$ cat src/rtl/led_matrix_scan_pkg.sv
// Shared definitions for the LED matrix scanner.
// Holds the board geometry, the colour codes used by the game controller,
// the scan state encoding, and a helper that locates one cell in the
// packed snapshot.
package led_matrix_scan_pkg;

    localparam int NUM_COLS  = 4;
    localparam int NUM_ROWS  = 8;
    localparam int CELL_BITS = 3;
    localparam int ROW_W     = 3;
    localparam int COL_BITS  = NUM_ROWS * CELL_BITS;
    localparam int SNAP_BITS = NUM_COLS * COL_BITS;

    // Each cell is {R,G,B}
    typedef enum logic [CELL_BITS-1:0] {
        BLACK = 3'b000,
        BLUE  = 3'b001,
        GREEN = 3'b010,
        RED   = 3'b100,
        WHITE = 3'b111
    } colour_t;

    typedef enum logic [1:0] {
        IDLE  = 2'd0,
        BLANK = 2'd1,
        SHOW  = 2'd2
    } scan_state_t;

    // Column x occupies snapshot bits [x*24 +: 24]. Inside a column, row 0
    // sits in the top bits, so row y starts (7-y) cells above the column LSB.
    function automatic int cell_lsb(input int x, input int y);
        return x * COL_BITS + (NUM_ROWS - 1 - y) * CELL_BITS;
    endfunction

endpackage

$ cat src/rtl/led_matrix_scan_scan_row_mux.sv
// scan_row_mux: combinational row selector.
// Ports:
//   i_snap  packed 4x8 snapshot, {column_3, column_2, column_1, column_0}
//   i_row   row index to extract
//   o_r/o_g/o_b  colour bits of that row, bit x is column x
module scan_row_mux
    import led_matrix_scan_pkg::*;
(
    input  logic [SNAP_BITS-1:0] i_snap,
    input  logic [ROW_W-1:0]     i_row,
    output logic [NUM_COLS-1:0]  o_r,
    output logic [NUM_COLS-1:0]  o_g,
    output logic [NUM_COLS-1:0]  o_b
);

    always_comb begin
        o_r = '0;
        o_g = '0;
        o_b = '0;
        for (int x = 0; x < NUM_COLS; x++) begin
            o_r[x] = i_snap[cell_lsb(x, int'(i_row)) + 2];
            o_g[x] = i_snap[cell_lsb(x, int'(i_row)) + 1];
            o_b[x] = i_snap[cell_lsb(x, int'(i_row))];
        end
    end

endmodule

$ cat src/rtl/led_matrix_scan.sv
// led_matrix_scan: snapshots the 4x8 colour board once per frame and scans
// it row by row onto a common-row RGB matrix, with a blanking gap before
// each row.
// Ports:
//   CLK_50M, RST (sync, active high), enable (0 blanks the matrix)
//   column_0..3  board columns, row 0 in bits [23:21], cell = {R,G,B}
//   row_sel      one-hot row drive, polarity set by ROW_ACTIVE_LOW
//   led_r/g/b    column drives, bit x is column x, active high
//   scan_row     current row index
//   frame_start  one-cycle pulse when a new snapshot is taken
//
// state | meaning
// IDLE  | display disabled, all outputs off
// BLANK | gap before a row, all outputs off, BLANK_TICKS cycles
// SHOW  | row scan_row lit from the snapshot, ROW_TICKS cycles
module led_matrix_scan
    import led_matrix_scan_pkg::*;
#(
    parameter int ROW_TICKS      = 50000,
    parameter int BLANK_TICKS    = 500,
    parameter bit ROW_ACTIVE_LOW = 1'b1
) (
    input  logic                 CLK_50M,
    input  logic                 RST,
    input  logic                 enable,
    input  logic [COL_BITS-1:0]  column_0,
    input  logic [COL_BITS-1:0]  column_1,
    input  logic [COL_BITS-1:0]  column_2,
    input  logic [COL_BITS-1:0]  column_3,
    output logic [NUM_ROWS-1:0]  row_sel,
    output logic [NUM_COLS-1:0]  led_r,
    output logic [NUM_COLS-1:0]  led_g,
    output logic [NUM_COLS-1:0]  led_b,
    output logic [ROW_W-1:0]     scan_row,
    output logic                 frame_start
);

    localparam int MAX_TICKS = (ROW_TICKS > BLANK_TICKS) ? ROW_TICKS : BLANK_TICKS;
    localparam int CNT_W     = (MAX_TICKS > 1) ? $clog2(MAX_TICKS) : 1;
    localparam logic [CNT_W-1:0]    ROW_LAST   = CNT_W'(ROW_TICKS - 1);
    localparam logic [CNT_W-1:0]    BLANK_LAST = CNT_W'(BLANK_TICKS - 1);
    localparam logic [NUM_ROWS-1:0] ROWS_OFF   = ROW_ACTIVE_LOW ? '1 : '0;
    localparam logic [ROW_W-1:0]    LAST_ROW   = ROW_W'(NUM_ROWS - 1);

    scan_state_t            r_state, w_state_n;
    logic [CNT_W-1:0]       r_cnt, w_cnt_n;
    logic [ROW_W-1:0]       r_row, w_row_n;
    logic [SNAP_BITS-1:0]   r_snap;
    logic                   w_latch;
    logic                   w_fs_n;
    logic [NUM_ROWS-1:0]    w_row_sel_n, w_onehot;
    logic [NUM_COLS-1:0]    w_mux_r, w_mux_g, w_mux_b;
    logic [NUM_COLS-1:0]    w_led_r_n, w_led_g_n, w_led_b_n;
    logic [SNAP_BITS-1:0]   w_frame;

    logic [NUM_ROWS-1:0]    r_row_sel;
    logic [NUM_COLS-1:0]    r_led_r, r_led_g, r_led_b;
    logic                   r_fs;

    assign w_frame = {column_3, column_2, column_1, column_0};

    // Outputs are registered but must be valid on the first SHOW cycle, so
    // the mux looks at the row we are about to enter. The snapshot only
    // changes on entry to BLANK, so the current snapshot is the right one.
    scan_row_mux u_mux (
        .i_snap (r_snap),
        .i_row  (w_row_n),
        .o_r    (w_mux_r),
        .o_g    (w_mux_g),
        .o_b    (w_mux_b)
    );

    always_comb begin
        w_state_n = r_state;
        w_cnt_n   = r_cnt + CNT_W'(1);
        w_row_n   = r_row;
        w_latch   = 1'b0;
        w_fs_n    = 1'b0;
        case (r_state)
            IDLE: begin
                w_cnt_n = '0;
                if (enable) begin
                    w_state_n = BLANK;
                    w_row_n   = '0;
                    w_latch   = 1'b1;
                    w_fs_n    = 1'b1;
                end
            end
            BLANK: begin
                if (r_cnt == BLANK_LAST) begin
                    w_state_n = SHOW;
                    w_cnt_n   = '0;
                end
            end
            SHOW: begin
                if (r_cnt == ROW_LAST) begin
                    w_state_n = BLANK;
                    w_cnt_n   = '0;
                    if (r_row == LAST_ROW) begin
                        w_row_n = '0;
                        w_latch = 1'b1;
                        w_fs_n  = 1'b1;
                    end else begin
                        w_row_n = r_row + ROW_W'(1);
                    end
                end
            end
            default: begin
                w_state_n = IDLE;
                w_cnt_n   = '0;
                w_row_n   = '0;
            end
        endcase
        if (!enable) begin
            w_state_n = IDLE;
            w_cnt_n   = '0;
            w_row_n   = '0;
            w_latch   = 1'b0;
            w_fs_n    = 1'b0;
        end
    end

    always_comb begin
        w_onehot    = NUM_ROWS'(1) << w_row_n;
        w_row_sel_n = ROWS_OFF;
        w_led_r_n   = '0;
        w_led_g_n   = '0;
        w_led_b_n   = '0;
        if (w_state_n == SHOW) begin
            w_row_sel_n = ROW_ACTIVE_LOW ? ~w_onehot : w_onehot;
            w_led_r_n   = w_mux_r;
            w_led_g_n   = w_mux_g;
            w_led_b_n   = w_mux_b;
        end
    end

    always_ff @(posedge CLK_50M) begin
        if (RST) begin
            r_state   <= IDLE;
            r_cnt     <= '0;
            r_row     <= '0;
            r_snap    <= '0;
            r_row_sel <= ROWS_OFF;
            r_led_r   <= '0;
            r_led_g   <= '0;
            r_led_b   <= '0;
            r_fs      <= 1'b0;
        end else begin
            r_state   <= w_state_n;
            r_cnt     <= w_cnt_n;
            r_row     <= w_row_n;
            if (w_latch) begin
                r_snap <= w_frame;
            end
            r_row_sel <= w_row_sel_n;
            r_led_r   <= w_led_r_n;
            r_led_g   <= w_led_g_n;
            r_led_b   <= w_led_b_n;
            r_fs      <= w_fs_n;
        end
    end

    assign row_sel     = r_row_sel;
    assign led_r       = r_led_r;
    assign led_g       = r_led_g;
    assign led_b       = r_led_b;
    assign scan_row    = r_row;
    assign frame_start = r_fs;

endmodule

$ cat config.mk
export PLATFORM = sky130hd
export DESIGN_NAME = led_matrix_scan
export DESIGN_NICKNAME = d
export VERILOG_FILES = /design/src/rtl/led_matrix_scan_pkg.sv /design/src/rtl/led_matrix_scan_scan_row_mux.sv /design/src/rtl/led_matrix_scan.sv
export SDC_FILE = /design/constraint.sdc
export NUM_CORES = 1
export LEC_CHECK = 0
export ABC_AREA = 1
export ABC_CLOCK_PERIOD_IN_PS = 4100
export CAP_MARGIN = 20
export CORE_UTILIZATION = 30
export CTS_CLUSTER_DIAMETER = 150
export CTS_CLUSTER_SIZE = 14
export DETAILED_ROUTE_END_ITERATION = 6
export GPL_TIMING_DRIVEN = 0
export HOLD_SLACK_MARGIN = 0.08
export PLACE_DENSITY_LB_ADDON = 0.05
export SLEW_MARGIN = 30
export SYNTH_ARGS = -nofsm -noshare
export SYNTH_HDL_FRONTEND = slang
export SYNTH_SLANG_ARGS = --single-unit
$ cat constraint.sdc
create_clock -name CLK_50M -period 4.1 [get_ports CLK_50M]
set_input_delay 0.41 -clock CLK_50M [delete_from_list [all_inputs] [get_ports CLK_50M]]
set_output_delay 0.41 -clock CLK_50M [all_outputs]
set_load 0.02 [all_outputs]
==> results.md, run 1 <==
* Status: completed
* DP Cell Count at 1782
* Final core utilization at 40.7%
* Root Buffer: clkbuf_16
* Multi-input combinational cell area at 4900 um2
* Endpoints failing setup at 0
* Hold Fails Final Rpt at 0
* IO Pins at 123
* Seq. cell area at 2770 um2
* First-pass GRT wire length at 54700 um
* H-Tree Depth at 4
* Ys async rst share at 0%
* RSZ-0062 raised after global routing: no
* Post-synth EDFFs at 0
* Worst Tran Pin Value at 783 ps
* Hold_buf cts at 0
* GPL Wtd Cong at 0.974
* Share of cells above drive strength 1 at 10.5%
* Initial antenna violation count at 0
* Slew margin rel. at 47.8%
* RR Endpoint: led_b[2]
* Rows at 60
* Post-synth cell types at 38
* Top_reg_cell synth: dfxtp_1
* DP Worst Slack at -2350 ps
* Setup crit start kind: flip-flop
* DR iter-0 viols at 756
* Min-delay src: r_cnt[0]
* R2r setup slk at 130 ps
* WHS Path Cells at 1
* Cts bufs inserted at 17
* Final min period at 3970 ps
* Initial DRT Pass Iterations at 7
* DRC viols at 0
* Grt ovf at 0
* Maximum clock rate at 252 MHz
* Dpl hpwl at 27400 um
* Min-delay worst type: reg -> reg
* Worst ir drop on vdd at 0.000255 V
* Worst setup margin at 129 ps
* Nets at 1586
* Final Non-Filler Cells at 1822
* Total track usage at 25.8%
* FF-to-FF path depth at 20
* Post-Syn Instances at 1317
* Final WL at 35600 um
* Pin count of the biggest net entering global routing at 17
* Final ANT Viol Nets at 0
* Crit-path max FO at 10
* Number of global-route vias before repair at 9129
* WL per Instance at 19.6 um
* Final worst path period share at 96.9%
* Syn Std Cell Area at 8300 um2
* Pins Over Slew Limit at 0
* Area grow syn2layout at 32.3%
* Reg clk slew, reported paths at 70 ps
* Cell area power density at 319 nW/um2
* Worst hold slack at 424 ps
* Max Cap Viol at 0
* Ant diodes at 0
* # fillers at 2955
* R2r startpoint: r_cnt[0]
* Clock Path Buffers at 2
* Avg Inst Size Synth at 6.31 um2
* Core area at 27000 um2
* Die Area at 28400 um2
* Yosys warning count at 0
* Vias at 9414
* Worst Skew at 14.7 ps
* Req. time, crit path at 4390 ps
* Worst setup EP type: flip-flop
* Worst skew pair latency at 440 ps
* Clk sinks at 138
* Worst path arrival time at 4260 ps
* Via density at 5.17
* Port-buffer cells at 122
* Chip width at 168 um
* Die Height at 168 um
* Yosys reg bits at 138
* Seq/Total Area, Yosys at 33.3%
* Type of the worst setup path: reg -> reg
* Starting Density at 30.7%
* CTS tree: built
* Syn nets at 1435
* P_leak at 4.52 nW
* Hold endpoint: r_cnt[0]
state kept, by name, indices dropped and copies added, names as in the netlist:
name         count
r_cnt           16
row_sel          8
led_b            4
led_r            4
r_state          2
frame_start      1
scan_row         3
r_snap          96
led_g            4
cell type report:
class / instances / area share [%]
Buffer: 78 / 3.96
Clock buffer: 21 / 4.19
Clock inverter: 11 / 1.01
Inverter: 151 / 5.31
Multi-Input combinational cell: 948 / 44.6
Sequential cell: 138 / 25.2
Tap cell: 341 / 3.88
Timing Repair Buffer: 134 / 11.9
per-layer routing:
metal	routed length [um]	vias up	GRT usage (%)
met4	1050	0	9.21
met1	16600	4320	35.9
met2	15400	385	40.4
met3	2530	51	3.64
li1	-	4658	-
met5	0	-	0
kinds of logic (layout without fill, tap and decap cells):
kind of cell,Yosys count,count (layout),share of synthesized area [%]
adders and majority gates,19,19,2.86
buffers and inverters,231,395,11.0
xor gates and xnor gates,15,15,1.58
DFF,138,138,33.3
and+or+nand+nor,642,642,34.0
AOI/OAI and AO/OA,272,272,17.3
stage by stage:
| stage | power, mW | TNS, ps | instance area [um2] |
|---|---|---|---|
| global placement | 1.98 | -18990 | 9950 |
| finish | 3.50 | 0 | 11000 |
| global route | 3.66 | 0 | 11000 |
| detailed placement | 1.99 | -17450 | 9960 |
| CTS | 3.52 | -55.5 | 10800 |
| floorplan | 1.76 | 0 | 8300 |
how the worst max path moves through the flow:
stage / startpoint / endpoint / slack (ps) / cells past startpoint
6_report: r_cnt[0] / led_b[2] / 130 / 20
5_1_grt: r_cnt[0] / led_g[0] / 8 / 24
4_1_cts: r_cnt[0] / led_r[3] / -40 / 24
2_1_floorplan: scan_row[0] / led_r[0] / 70 / 23
3_5_place_dp: enable / led_r[3] / -2350 / 22
3_3_place_gp: enable / led_r[3] / -2480 / 22
worst max-delay path, stage by stage (launching register included):
cell and delay (ps):
dfxtp_2 340, ha_2 190, nand3_1 140, nor2_2 150, nand2_2 110, nand3_2 100, nand3_4 120, nand2_2 110
buf_6 140, buf_12 150, inv_4 100, ha_4 350, buf_4 250, clkbuf_2 350, clkbuf_4 340, nand3_1 100
nand2_1 80, nand2_1 50, nand3_1 160, nand2_1 80, a31oi_1 370
cell usage after synthesis, types with 10 or more instances:
master,number,area [um2]
nand2_1,271,1020
nand3_1,230,1150
buf_2,16,80.1
or2_2,10,62.6
inv_1,144,541
o21ai_1,10,50.1
nor2_1,94,353
buf_1,10,37.5
a21oi_1,92,460
nand4_1,14,87.6
nor3_1,11,55.1
o21ai_0,143,716
o211ai_1,11,82.6
ha_1,19,238
xor2_1,11,96.3
clkbuf_1,50,188
dfxtp_1,138,2760
cell usage in the layout (no fill, tap or decap), types with 6 or more instances in the layout:
cell type / synthesis / routed
buf_4: 1 / 16
xor2_1: 11 / 6
nand3_2: 1 / 10
nand3_1: 230 / 221
nand4_1: 14 / 14
clkbuf_16: 0 / 17
inv_1: 144 / 137
nor2_1: 94 / 84
inv_2: 3 / 6
clkbuf_2: 0 / 7
nor2_2: 1 / 7
o21ai_1: 10 / 9
o211ai_1: 11 / 11
dfxtp_1: 138 / 135
a21oi_1: 92 / 91
o21ai_0: 143 / 143
clkdlybuf4s50_1: 0 / 122
buf_2: 16 / 16
clkbuf_1: 50 / 36
or2_2: 10 / 10
nor3_1: 11 / 11
ha_1: 19 / 10
nand2_1: 271 / 267
ha_4: 0 / 7
repair_timing:
item                       4_1_cts  5_1_grt
gates resized for setup         70       55
setup endpoints to repair       12       11
setup buffers                    4        6
pin swaps                        4       10
report_power, final:
| group | switching (mW) | total [mW] | leakage, nW | internal [mW] |
|---|---|---|---|---|
| sequential | 0.0410 | 1.46 | 1.14 | 1.42 |
| clock | 0.663 | 1.54 | 0.263 | 0.876 |
| combinational | 0.294 | 0.498 | 3.12 | 0.204 |
| total | 0.998 | 3.50 | 4.52 | 2.50 |
No activity file was read; power rests on OpenSTA's default activity.
==> run 2, diff against run 1 <==
Settings changed: CORE_MARGIN set to 2, SYNTH_HIERARCHICAL set to 1.
==> results.md, run 2 <==
* Post-synth top cells: nand2_1, nor2_1, nand3_1
* Setup crit start kind: flip-flop
* WL per Instance at 18.2 um (-6.8%)
* Clock Path Buffers at 2 (unchanged)
* Worst skew pair latency at 420 ps (-20 ps)
* Port-buffer cells at 121 (-0.82%)
* Largest reg by FF count: r_snap
* CP max-delay cell: ha_2
* Crit path cell chain: ha_4 > nand3_2 > nor2_4 > nand2_4 > nand2_1 > nand2_1 > a21oi_4 > buf_8 > inv_4 > buf_8 > buf_12 > ha_2 > buf_4 > clkbuf_2 > nand3_1 > a32oi_1 > nand2_1 > o211ai_1 > nand3_1 > inv_1 > nor2_1
* IO Pins at 123 (unchanged)
* Worst path arrival time at 4270 ps (about the same)
* Clk sinks at 138 (unchanged)
* Cell family with most CP delay: buffers and inverters
* Grt ovf at 0 (unchanged)
* Seq. cell area at 2770 um2 (unchanged)
* H-Tree Depth at 4 (unchanged)
* DR iter-0 viols at 1063 (+41%)
* Pins Over Slew Limit at 0 (unchanged)
* Yosys reg bits at 138 (unchanged)
* # fillers at 3148 (+6.5%)
* Chip width at 173 um (+2.8%)
* Max reg flops at 96 (unchanged)
* Starting Density at 30.7% (-0.075 points)
* Worst setup EP type: flip-flop
* First-pass GRT wire length at 54700 um (about the same)
* Post-Synth Adder-Cell Area at 2.33% (-0.53 points)
* CP peak stage delay at 420 ps (+50 ps)
* Cell area power density at 304 nW/um2 (-4.6%)
* GPL Wtd Cong at 0.993 (+1.9%)
* Avg Inst Size Synth at 6.00 um2 (-4.8%)
* P_leak at 4.92 nW (+8.9%)
* Root Buffer: clkbuf_16
* Min-delay worst type: in -> reg
* Final min period at 3960 ps (-12.0 ps)
* Post-synthesis compound-gate area fraction at 8.70% (-8.6 points)
* Final Non-Filler Cells at 1977 (+8.5%)
* Rows at 61 (+1.7%)
* Nets at 1701 (+7.3%)
* Ant diodes at 0 (unchanged)
* Largest family of logic cells by synthesized area: simple AND/OR/NAND/NOR gates
* Most common cell after layout, fill and taps aside: nand2_1
* Cts bufs inserted at 17 (unchanged)
* Req. time, crit path at 4410 ps (+20 ps)
* Die Height at 173 um (+2.8%)
* Post-Syn Instances at 1431 (+8.7%)
* Type of the worst setup path: reg -> reg
* Status: finished with violations
* Worst ir drop on vdd at 0.000252 V (-1.1%)
* Bufs and invs on worst path at 7 (+1)
* Final ANT Viol Nets at 0 (unchanged)
* Number of global-route vias before repair at 9314 (+2.0%)
* Violated checks: design-rule violations
* Syn Std Cell Area at 8590 um2 (+3.4%)
* Worst Skew at 13.9 ps (-0.858 ps)
* Dpl hpwl at 26900 um (-1.6%)
* DRC viols at 5 (+5)
* Top_reg_cell synth: dfxtp_1
* Share of cells above drive strength 1 at 9.88% (-0.65 points)
* Synth Area in Simple Gates at 45.8% (+12 points)
* Seq/Total Area, Yosys at 32.2% (-1.1 points)
* Hold Fails Final Rpt at 0 (unchanged)
* Final WL at 36000 um (+1.1%)
* Reg clk slew, reported paths at 70 ps (about the same)
* Initial antenna violation count at 0 (unchanged)
* Maximum clock rate at 253 MHz (+0.30%)
* Max Cap Viol at 0 (unchanged)
* Post-synth cell types at 38 (unchanged)
* Worst setup margin at 141 ps (+12.0 ps)
* Area grow syn2layout at 31.3%
* Top cell by count, worst path: nand2_1
* Multi-input combinational cell area at 5220 um2 (+6.6%)
* Ys async rst share at 0% (unchanged)
* Via density at 4.96 (-4.0%)
* Die Area at 30000 um2 (+5.8%)
* Slew margin rel. at 41.7% (-6.1 points)
* Core area at 28000 um2 (+3.6%)
* Hold_buf cts at 0 (unchanged)
* Crit-path max FO at 11 (+1)
* DP Cell Count at 1930 (+8.3%)
* Top post-synthesis cells by area: dfxtp_1, nand2_1, nand3_1
* XOR/XNOR share of the synthesized area at 1.33% (-0.26 points)
* Mux cell area share after synthesis at 0% (unchanged)
* Total track usage at 23.9% (-1.9 points)
* DP Worst Slack at -997 ps (+1350 ps)
* Yosys warning count at 6 (+6)
* Vias at 9804 (+4.1%)
* Final worst path period share at 96.6% (-0.29 points)
* Endpoints failing setup at 0 (unchanged)
* Yosys top cell by area: dfxtp_1
* Share of the synthesized area in the top cell type at 32.2% (-1.1 points)
* Syn nets at 1546 (+7.7%)
* Initial DRT Pass Iterations at 7 (unchanged)
* Worst Tran Pin Value at 875 ps (+91.7 ps)
* Cell with the most instances after synthesis: nand2_1
* Pin count of the biggest net entering global routing at 17 (unchanged)
* CTS tree: built
* Post-synth EDFFs at 0 (unchanged)
* Commonest cells after routing, fill and taps aside: nand2_1, nor2_1, nand3_1
run 2: worst reg2reg max path, stage by stage, from the launching register on:
cell	delay (ps)
dfxtp_2	360
ha_4	150
nand3_2	140
nor2_4	180
nand2_4	100
nand2_1	100
nand2_1	90
a21oi_4	180
buf_8	150
inv_4	50
buf_8	160
buf_12	180
ha_2	420
buf_4	260
clkbuf_2	370
nand3_1	120
a32oi_1	340
nand2_1	100
o211ai_1	110
nand3_1	170
inv_1	90
nor2_1	40
run 2: layout make-up:
class                   count  share of cell area (%)
inverters                 100                    3.51
repair buffers            136                    11.7
flip-flops and latches    138                    24.5
clock buffers              20                    3.87
well taps                 378                    4.19
plain buffers              77                    4.82
clock inverters            12                    1.03
multi-input cells        1116                    46.3
run 2: cells by family after synthesis:
logic type	Yosys count
simple gates	947
buf+inv	177
compound gates	140
flops	138
fa+ha+maj	16
xor+xnor	13
run 2: routing by layer:
| metal | track usage, % | vias up | part of all wire, % | routed length (um) |
|---|---|---|---|---|
| li1 | - | 4896 | - | - |
| met1 | 32.2 | 4446 | 45 | 16300 |
| met2 | 37.6 | 392 | 44 | 15800 |
| met3 | 4.95 | 70 | 7.6 | 2740 |
| met4 | 8.90 | 0 | 3.3 | 1190 |
| met5 | 0 | - | 0 | 0 |
run 2: repair_timing:
item | CTS | global route
pin swaps | 4 | 7
buffers inserted | 4 | 11
gates resized for setup | 61 | 33
endpoints found under the hold margin | 0 | 0
setup endpoints to repair | 12 | 12
run 2: where the power goes:
| group | switching, mW | total, mW | internal (mW) |
|---|---|---|---|
| combinational | 0.247 | 0.454 | 0.208 |
| clock | 0.646 | 1.49 | 0.841 |
| sequential | 0.0696 | 1.49 | 1.42 |
| total | 0.963 | 3.43 | 2.47 |
run 2: worst paths after layout:
check / slack, ps / end / cells past startpoint / from
max: 140 / led_b[2] / 21 / r_cnt[0]
min: 380 / scan_row[0] / 2 / RST
max reg2reg: 140 / led_b[2] / 21 / r_cnt[0]
min reg2reg: 440 / r_cnt[0] / 1 / r_cnt[0]
run 2: metrics by stage:
stage / TNS (ps) / util [%] / hold slack (ps) / cell area, um2 / power [mW]
floorplan: 0 / - / 418 / 8590 / 1.76
global placement: -9460 / 36.7 / 434 / 10300 / 1.97
detailed placement: -8940 / 36.7 / 442 / 10300 / 1.97
CTS: 0 / 39.6 / 373 / 11100 / 3.47
global route: -81.3 / 40.3 / 417 / 11300 / 3.60
finish: 0 / 40.3 / 384 / 11300 / 3.43
